$ cat src/rtl/spi_rx_ctrl.sv
// rtl/spi_rx_ctrl.sv - SPI mode-0 read-path controller (dummy clock + 1..MAX_BYTES bytes in)
//
// Ports:
//   clk, rst      clock, synchronous active-high reset
//   start         read request, honoured only in IDLE
//   rx_len        byte count (0 -> 1, saturates at MAX_BYTES), latched at start
//   dummy_en      one non-sampled SCLK period before data, latched at start
//   miso          serial data in, MSB first
//   sclk          registered SPI clock, idle low
//   busy          high in DUMMY/SHIFT
//   rx_byte       last completed byte, held until the next one
//   rx_valid      one-cycle strobe marking a new rx_byte
//   rx_word       completed bytes shifted in from the right, cleared at start
//   done          one-cycle end-of-read pulse
module spi_rx_ctrl #(
    parameter int HALF_PERIOD = 1,
    parameter int MAX_BYTES   = 4
) (
    input  logic                   clk,
    input  logic                   rst,
    input  logic                   start,
    input  logic [2:0]             rx_len,
    input  logic                   dummy_en,
    input  logic                   miso,
    output logic                   sclk,
    output logic                   busy,
    output logic [7:0]             rx_byte,
    output logic                   rx_valid,
    output logic [8*MAX_BYTES-1:0] rx_word,
    output logic                   done
);

    localparam int WORD_W = 8 * MAX_BYTES;
    localparam int PW     = $clog2(2 * HALF_PERIOD);
    localparam logic [PW-1:0] HP_C  = PW'(HALF_PERIOD);
    localparam logic [PW-1:0] P_M1  = PW'(2 * HALF_PERIOD - 1);
    // rx_len is only 3 bits wide, so the saturation limit never exceeds 7
    localparam logic [2:0]    MAX_B = (MAX_BYTES > 7) ? 3'd7 : 3'(MAX_BYTES);

    typedef enum logic [1:0] {S_IDLE, S_DUMMY, S_SHIFT, S_DONE} state_t;

    state_t        state, state_nx;
    logic [PW-1:0] ph, ph_nx;
    logic [2:0]    bit_cnt;
    logic [2:0]    byte_cnt;
    logic [2:0]    len_q;
    logic [2:0]    len_eff;
    logic [7:0]    shreg, shreg_nx;
    logic          active, active_nx;
    logic          period_end, capture, byte_end, last_byte;

    assign active     = (state == S_DUMMY) || (state == S_SHIFT);
    assign active_nx  = (state_nx == S_DUMMY) || (state_nx == S_SHIFT);
    assign period_end = active && (ph == P_M1);
    assign capture    = (state == S_SHIFT) && (ph == HP_C);
    assign byte_end   = (state == S_SHIFT) && period_end && (bit_cnt == 3'd0);
    assign last_byte  = (byte_cnt == len_q - 3'd1);
    assign len_eff    = (rx_len == 3'd0) ? 3'd1 : ((rx_len > MAX_B) ? MAX_B : rx_len);

    assign busy = active;
    assign done = (state == S_DONE);

    always_ff @(posedge clk) begin
        if (rst) state <= S_IDLE;
        else     state <= state_nx;
    end

    always_comb begin
        state_nx = state;
        case (state)
            S_IDLE:  if (start) state_nx = dummy_en ? S_DUMMY : S_SHIFT;
            S_DUMMY: if (period_end) state_nx = S_SHIFT;
            S_SHIFT: if (byte_end && last_byte) state_nx = S_DONE;
            S_DONE:  state_nx = S_IDLE;
            default: state_nx = S_IDLE;
        endcase
    end

    // Phase runs continuously across DUMMY->SHIFT and byte boundaries so the
    // SCLK train has no gaps; it only restarts from 0 when leaving IDLE.
    always_comb begin
        ph_nx = '0;
        if (active && active_nx && !period_end) ph_nx = ph + 1'b1;
    end

    // When HALF_PERIOD==1 the capture and the end of bit 0 land on the same
    // edge, so the completed byte must be taken from the post-capture value.
    assign shreg_nx = capture ? {shreg[6:0], miso} : shreg;

    always_ff @(posedge clk) begin
        if (rst) begin
            ph       <= '0;
            sclk     <= 1'b0;
            bit_cnt  <= 3'd0;
            byte_cnt <= 3'd0;
            len_q    <= 3'd0;
            shreg    <= 8'd0;
            rx_byte  <= 8'd0;
            rx_valid <= 1'b0;
            rx_word  <= '0;
        end else begin
            ph       <= ph_nx;
            sclk     <= active_nx && (ph_nx >= HP_C);
            rx_valid <= 1'b0;
            shreg    <= shreg_nx;
            if ((state == S_IDLE) && start) begin
                len_q    <= len_eff;
                bit_cnt  <= 3'd7;
                byte_cnt <= 3'd0;
                shreg    <= 8'd0;
                rx_word  <= '0;
            end
            if ((state == S_SHIFT) && period_end) begin
                if (bit_cnt == 3'd0) begin
                    bit_cnt  <= 3'd7;
                    byte_cnt <= byte_cnt + 3'd1;
                    rx_valid <= 1'b1;
                    rx_byte  <= shreg_nx;
                    rx_word  <= (rx_word << 8) | WORD_W'(shreg_nx);
                end else begin
                    bit_cnt <= bit_cnt - 3'd1;
                end
            end
        end
    end

endmodule

$ cat config.mk
export PLATFORM = sky130hd
export DESIGN_NAME = spi_rx_ctrl
export DESIGN_NICKNAME = d
export VERILOG_FILES = /design/src/rtl/spi_rx_ctrl.sv
export SDC_FILE = /design/constraint.sdc
export NUM_CORES = 1
export LEC_CHECK = 0
export CORE_MARGIN = 5
export CORE_UTILIZATION = 35
export CTS_BUF_LIST = sky130_fd_sc_hd__clkbuf_16
export CTS_CLUSTER_DIAMETER = 150
export DETAILED_ROUTE_END_ITERATION = 8
export PLACE_DENSITY = 0.61
export REMOVE_ABC_BUFFERS = 1
export SLEW_MARGIN = 30
export SYNTH_ARGS = -nofsm -noshare
export SYNTH_HDL_FRONTEND = slang
export SYNTH_SLANG_ARGS = --single-unit
$ cat constraint.sdc
create_clock -name clk -period 2.1 [get_ports clk]
set_clock_uncertainty 0.2 [all_clocks]
set_input_delay 0.315 -clock clk [delete_from_list [all_inputs] [get_ports clk]]
set_output_delay 0.315 -clock clk [all_outputs]
set_load 0.02 [all_outputs]
==> results of run 1 <==
-- power breakdown --
group | total (mW) | internal [mW] | switching, mW
registers | 1.24 | 1.21 | 0.0323
logic | 0.612 | 0.290 | 0.322
clock network | 1.65 | 1.15 | 0.494
-- area by class of cell --
class,count,share of cell area [%]
well taps,77,2.89
inverters,7,0.787
clock inverters,7,3.45
flip-flops and latches,61,36.6
multi-input cells,145,29.9
clock buffers,9,6.75
repair buffers,69,19.7
-- synthesized netlist by cell type, types with 2 or more instances --
cell,count,share of area (%)
mux2i_1,2,0.87
a22o_1,30,11
nand3_1,2,0.44
xnor2_1,2,0.76
nand2_1,41,6.7
nand2b_1,2,0.55
nor2_1,7,1.1
inv_1,7,1.1
buf_2,8,1.7
dfxtp_1,61,53
ha_1,10,5.5
a21oi_1,25,5.5
nor3b_1,2,0.65
clkbuf_1,4,0.65
o211ai_1,3,0.98
-- timing repair --
item                                    4_1_cts  5_1_grt
hold buffers                                  0        0
endpoints found under the setup margin        1       17
pin swaps                                     0        0
gates resized for setup                       1        1
endpoints found under the hold margin         0        0
setup buffers                                 0        0
-- tightest hold or removal path, stage by stage (launching register included) --
cell     delay (ns)
dfxtp_1        0.31
nand2_1        0.05
a21oi_1        0.05
-- kinds of logic (layout without fill, tap and decap cells) --
kind of cell / count (synthesis) / after routing
flip-flops: 61 / 61
AND/OR/NAND/NOR: 63 / 63
buffers and inverters: 19 / 92
multiplexers: 3 / 3
adder cells (fa/ha/maj): 10 / 10
XOR/XNOR: 3 / 3
AO/OA/AOI/OAI: 66 / 66
-- per-layer routing --
| metal | track usage, % | vias to the layer above |
|---|---|---|
| li1 | - | 940 |
| met1 | 15.1 | 842 |
| met2 | 18.4 | 34 |
| met3 | 4.50 | 5 |
| met4 | 5.13 | 0 |
| met5 | 0 | - |
-- layout by cell type, fill, tap and decap left out, types with 2 or more instances in the layout --
| cell type | count |
|---|---|
| nand3_1 | 2 |
| clkbuf_16 | 9 |
| ha_1 | 10 |
| buf_4 | 17 |
| a22o_1 | 30 |
| xnor2_1 | 2 |
| mux2i_1 | 2 |
| o211ai_1 | 3 |
| clkdlybuf4s50_1 | 50 |
| nand2b_1 | 2 |
| dfxtp_1 | 61 |
| nor2_1 | 6 |
| nand2_1 | 41 |
| bufinv_16 | 3 |
| nor3b_1 | 2 |
| inv_1 | 8 |
| a21oi_1 | 25 |
-- worst max-delay path by stage --
stage / startpoint / to / cells after the start
2_1_floorplan: state[0] / byte_cnt[0] / 5
3_3_place_gp: start / rx_word[17] / 6
3_5_place_dp: start / rx_word[24] / 6
4_1_cts: bit_cnt[0] / rx_word[28] / 6
5_1_grt: state[1] / busy / 3
6_report: state[0] / done / 3
-- state kept, by name, summed over array words and instances, names as in the netlist --
name	flops
rx_byte	8
len_q	3
bit_cnt	3
rx_valid	1
rx_word	32
shreg	7
byte_cnt	3
sclk	1
ph	1
state	2
-- metrics by stage --
stage          instances  TNS [ns]  util, %
2_1_floorplan        213    -11.76        -
3_3_place_gp         359    -0.299     47.2
3_5_place_dp         359    -0.366     47.2
4_1_cts              375         0     52.5
5_1_grt              375         0     52.6
6_report             375         0     52.6
==> impl_metrics.env, run 1 <==
export IMPL_yosys_area_share_adder_pct=5.46
export IMPL_top_layer="met4"
export IMPL_antenna_found_initial=0
export IMPL_die_w_um=90.9
export IMPL_vdd_drop_max_mv=0.558
export IMPL_max_slew_margin_pct=71.2
export IMPL_fin_total_pwr_mw=3.50
export IMPL_fin_crit_sh_pct=96.1
export IMPL_cp_top_family="buffers and inverters"
export IMPL_met2_length_mm=2.15
export IMPL_synth_compound_area_share_pct=21.3
export IMPL_met1_length_mm=2.40
export IMPL_seqCellArea_sq_mm=0.00122
export IMPL_hold_ws_ns=0.253
export IMPL_met3WireLength_um=238
export IMPL_port_buffers=51
export IMPL_reg2reg_from="state[1]"
export IMPL_hold_path_depth=2
export IMPL_ioPinCount=52
export IMPL_hold_violations=0
export IMPL_diodes=0
export IMPL_final_area_sq_mm=0.00334
export IMPL_startpoint_type="register"
export IMPL_dp_slack_ns=-0.0348
export IMPL_hp_class="reg2reg"
export IMPL_placed_cell_area_sq_mm=0.00299
export IMPL_grt_usage_pct=12.0
export IMPL_ys_flop_type="dfxtp_1"
export IMPL_setup_viol=0
export IMPL_fin_crit_ns=2.02
export IMPL_synth_top_family_by_area="compound AO/OA/AOI/OAI gates"
export IMPL_hold_end="rx_byte[0]"
export IMPL_p_per_area_mw_per_mm2=1050
export IMPL_root_buffer="clkbuf_16"
export IMPL_fp_dieH_um=90.9
export IMPL_ys_seq_area_share_pct=53.3
export IMPL_grt_pass1_wl_mm=8.13
export IMPL_worst_path_max_delay_cell="clkdlybuf4s50_1"
export IMPL_drc=0
export IMPL_htree_levels=3
export IMPL_grt_pass1_vias=1685
export IMPL_syn_inst=225
export IMPL_drtIter0Drc=67
export IMPL_synth_xor_area_share_pct=1.80
export IMPL_fmax_ghz=0.495
export IMPL_cts_tree="built"
export IMPL_cp_arrival_ns=1.50
export IMPL_maxCapViolCount=0
export IMPL_clock_sinks=61
export IMPL_core_sq_mm=0.00635
export IMPL_max_slew_worst_pin_slew_ns=0.431
export IMPL_status="finished clean"
export IMPL_path_cells="buf_4 > ha_1 > clkdlybuf4s50_1"
export IMPL_r2r_end="ph"
export IMPL_power_leakage_nw=1.31
export IMPL_crit_buf_inv=2
export IMPL_grt_setup_unrepaired="no"
export IMPL_slowest_delay_ns=0.59
export IMPL_required_ns=1.58
export IMPL_synth_area_sq_mm=0.00229
export IMPL_wire_per_inst_um=13.0
export IMPL_cp_max_fo=4
export IMPL_path_class="reg2out"
export IMPL_ys_ff_latch=61
export IMPL_slew_violations=0
export IMPL_synth_edf_count=0
export IMPL_syn_avg_cell_area_sq_um=10.2
export IMPL_synth_mux_area_share_pct=1.36
export IMPL_area_growth_pct=45.6
export IMPL_clk_pin_slew_ns=0.05
export IMPL_via_per_inst=4.86
export IMPL_die_area_sq_mm=0.00827
export IMPL_grt_ovfl_total=0
export IMPL_cts_made_buffers=9
export IMPL_placementRows=29
export IMPL_nets=311
export IMPL_r2r_cells=6
export IMPL_antenna_left=0
export IMPL_drt_total_wl_mm=4.88
export IMPL_reg2reg_slack_ns=0.17
export IMPL_gp_congestion=0.716
export IMPL_worst_slack_ns=0.0812
export IMPL_fillers=585
export IMPL_yosys_area_share_simple_pct=13.2
export IMPL_async_reset_ff_share_pct=0
export IMPL_drive_above_1_share_pct=14.8
export IMPL_clk_latency_ns=0.32
export IMPL_synth_cell_types=34
export IMPL_hp_start="rx_byte[0]"
export IMPL_worstSetupEndpointType="output port"
export IMPL_drtPass1Iterations=4
export IMPL_via_count=1821
export IMPL_hpwlAfterDp_mm=3.50
export IMPL_start_util_pct=36.1
export IMPL_grt_max_degree=23
export IMPL_yosysWarnings=0
export IMPL_cts_buffer_depth=2
export IMPL_multi_input_area_sq_um=997
Note: power is estimated with default switching activity, not from simulation.
==> inputs of run 2 (changes only) <==
--- a/config.mk
+++ b/config.mk
@@ -9,6 +9,7 @@
 export CORE_UTILIZATION = 35
 export CTS_BUF_LIST = sky130_fd_sc_hd__clkbuf_16
 export CTS_CLUSTER_DIAMETER = 150
+export CTS_CLUSTER_SIZE = 12
 export DETAILED_ROUTE_END_ITERATION = 8
 export PLACE_DENSITY = 0.61
 export REMOVE_ABC_BUFFERS = 1
==> results of run 2 <==
Final layout, timing and power as in run 1 (identical DEF).
==> inputs of run 3 (changes only) <==
--- a/config.mk
+++ b/config.mk
@@ -11,6 +11,7 @@
 export CTS_CLUSTER_DIAMETER = 150
 export CTS_CLUSTER_SIZE = 12
 export DETAILED_ROUTE_END_ITERATION = 8
+export GPL_TIMING_DRIVEN = 0
 export PLACE_DENSITY = 0.61
 export REMOVE_ABC_BUFFERS = 1
 export SLEW_MARGIN = 30
==> impl_metrics.env, run 3 (synthesized netlist as in run 1, its figures left out) <==
export IMPL_status="finished clean"
export IMPL_p_seq_share_pct=36.7
export IMPL_hold_path_depth=2
export IMPL_path_class="reg2out"
export IMPL_grt_pass1_vias=1752
export IMPL_grt_usage_pct=12.7
export IMPL_hp_class="reg2reg"
export IMPL_htree_levels=3
export IMPL_fmax_ghz=0.501
export IMPL_cp_max_fo=5
export IMPL_grt_pass1_wl_mm=8.55
export IMPL_largest_register_ffs=32
export IMPL_setup_viol=0
export IMPL_fillers=570
export IMPL_hold_violations=0
export IMPL_grt_busiest_layer="met2"
export IMPL_hpwlAfterDp_mm=3.30
export IMPL_placementRows=29
export IMPL_swShare_pct=24.2
export IMPL_die_w_um=90.9
export IMPL_maxCapViolCount=0
export IMPL_clock_sinks=61
export IMPL_vdd_drop_max_mv=0.429
export IMPL_r2r_cells=6
export IMPL_p_int_mw=2.59
export IMPL_gp_congestion=0.748
export IMPL_clk_pin_slew_ns=0.05
export IMPL_final_area_sq_mm=0.00331
export IMPL_placed_cell_area_sq_mm=0.00288
export IMPL_fp_dieH_um=90.9
export IMPL_grt_max_degree=31
export IMPL_area_growth_pct=44.6
export IMPL_top_register="rx_word"
export IMPL_start_util_pct=36.1
export IMPL_required_ns=1.58
export IMPL_clk_latency_ns=0.32
export IMPL_via_per_inst=4.96
export IMPL_via_count=1817
export IMPL_diodes=0
export IMPL_p_per_area_mw_per_mm2=1030
export IMPL_drt_total_wl_mm=4.99
export IMPL_drtPass1Iterations=4
export IMPL_wire_per_inst_um=13.6
export IMPL_startpoint_type="register"
export IMPL_ioPinCount=52
export IMPL_die_area_sq_mm=0.00827
export IMPL_core_sq_mm=0.00635
export IMPL_combPwrFrac_pct=16.2
export IMPL_power_leakage_nw=1.26
export IMPL_root_buffer="clkbuf_16"
export IMPL_grt_ovfl_total=0
export IMPL_p_clk_share_pct=47.1
export IMPL_cts_buffer_depth=2
export IMPL_drive_above_1_share_pct=14.2
export IMPL_cts_tree="built"
export IMPL_power_switching_uw=829
export IMPL_postCtsHoldBufs=0
export IMPL_gr_usage_met1_pct=16.4
export IMPL_cp_arrival_ns=1.48
export IMPL_drtIter0Drc=48
export IMPL_slew_violations=0
export IMPL_cts_made_buffers=9
export IMPL_worstSetupEndpointType="output port"
export IMPL_finalSetupTns_ns=0
export IMPL_use_met2_pct=18.8
export IMPL_nets=303
export IMPL_grtUsageMet3_pct=3.50
export IMPL_port_buffers=51
export IMPL_most_common_layout_cells="dfxtp_1, clkdlybuf4s50_1, nand2_1, a22o_1, a21oi_1"
export IMPL_antenna_left=0
export IMPL_top_regs="rx_word: 32 flops, rx_byte: 8 flops, shreg: 7 flops"
export IMPL_final_common_cell="dfxtp_1"
export IMPL_antenna_found_initial=0
export IMPL_drc=0
export IMPL_hold_ws_ns=0.251
export IMPL_fin_crit_ns=2.00
export IMPL_max_slew_margin_pct=65.3
export IMPL_fin_crit_sh_pct=95.1
export IMPL_grt_setup_unrepaired="no"
export IMPL_max_slew_worst_pin_slew_ns=0.521
[run 3: cell types whose count changed in the layout (fill, tap and decap cells not counted), sizes merged]
cell           before  now
dlygate4sd2         1    0
clkdlybuf4s15       0    1
clkinvlp            1    0
buf                18    9
nor2                8    9
clkbuf              9   10
clkinv              2    3
clkdlybuf4s50      50   49
inv                 8    7
[run 3: final timing paths]
check | from | end | slack [ns]
worst min register to register | rx_byte[1] | rx_byte[1] | 0.25
worst min-delay path | rx_byte[1] | rx_byte[1] | 0.25
worst max register to register | state[0] | sclk | 0.12
worst max-delay path | state[0] | busy | 0.10
[run 3: power by group through the flow]
stage / registers [mW] / clock network (mW) / logic [mW]
after floorplan: 1.27 / 0 / 0.374
after global placement: 1.27 / 0 / 0.501
after detailed placement: 1.28 / 0 / 0.512
after CTS: 1.25 / 1.65 / 0.548
after global routing: 1.27 / 1.70 / 0.626
final: 1.26 / 1.61 / 0.554
[run 3: metal layers]
layer | vias up | wire (um)
met5 | - | 0
met4 | 0 | 98
met3 | 8 | 243
met2 | 37 | 2250
met1 | 855 | 2400
li1 | 917 | -
[run 3: layout make-up]
class | instances | area, sq um | share of cell area, %
flip-flops and latches | 61 | 1220 | 36.9
clock inverters | 6 | 103 | 3.10
well taps | 77 | 96.3 | 2.91
clock buffers | 9 | 225 | 6.80
multi-input cells | 146 | 1030 | 31.2
repair buffers | 60 | 606 | 18.3
inverters | 7 | 26.3 | 0.793
[run 3: worst max-delay path: stages (launching register included)]
cell,delay (ns)
dfxtp_2,0.37
inv_1,0.11
ha_1,0.36
clkdlybuf4s15_1,0.33
[run 3: stage by stage]
step / power, mW / utilization, % / std cells / setup WS, ns
2_1_floorplan: 1.65 / - / 213 / -0.410
3_3_place_gp: 1.77 / 44.8 / 341 / -1.47
3_5_place_dp: 1.79 / 45.4 / 342 / -0.856
4_1_cts: 3.45 / 51.7 / 364 / 0.0144
5_1_grt: 3.59 / 52.2 / 366 / 0.0113
6_report: 3.42 / 52.2 / 366 / 0.102
[run 3: timing repair]
action	in CTS	in global routing
gates resized for setup	7	7
pin swaps	3	1
setup endpoints to repair	34	36
buffers inserted	6	2
gates cloned	1	0
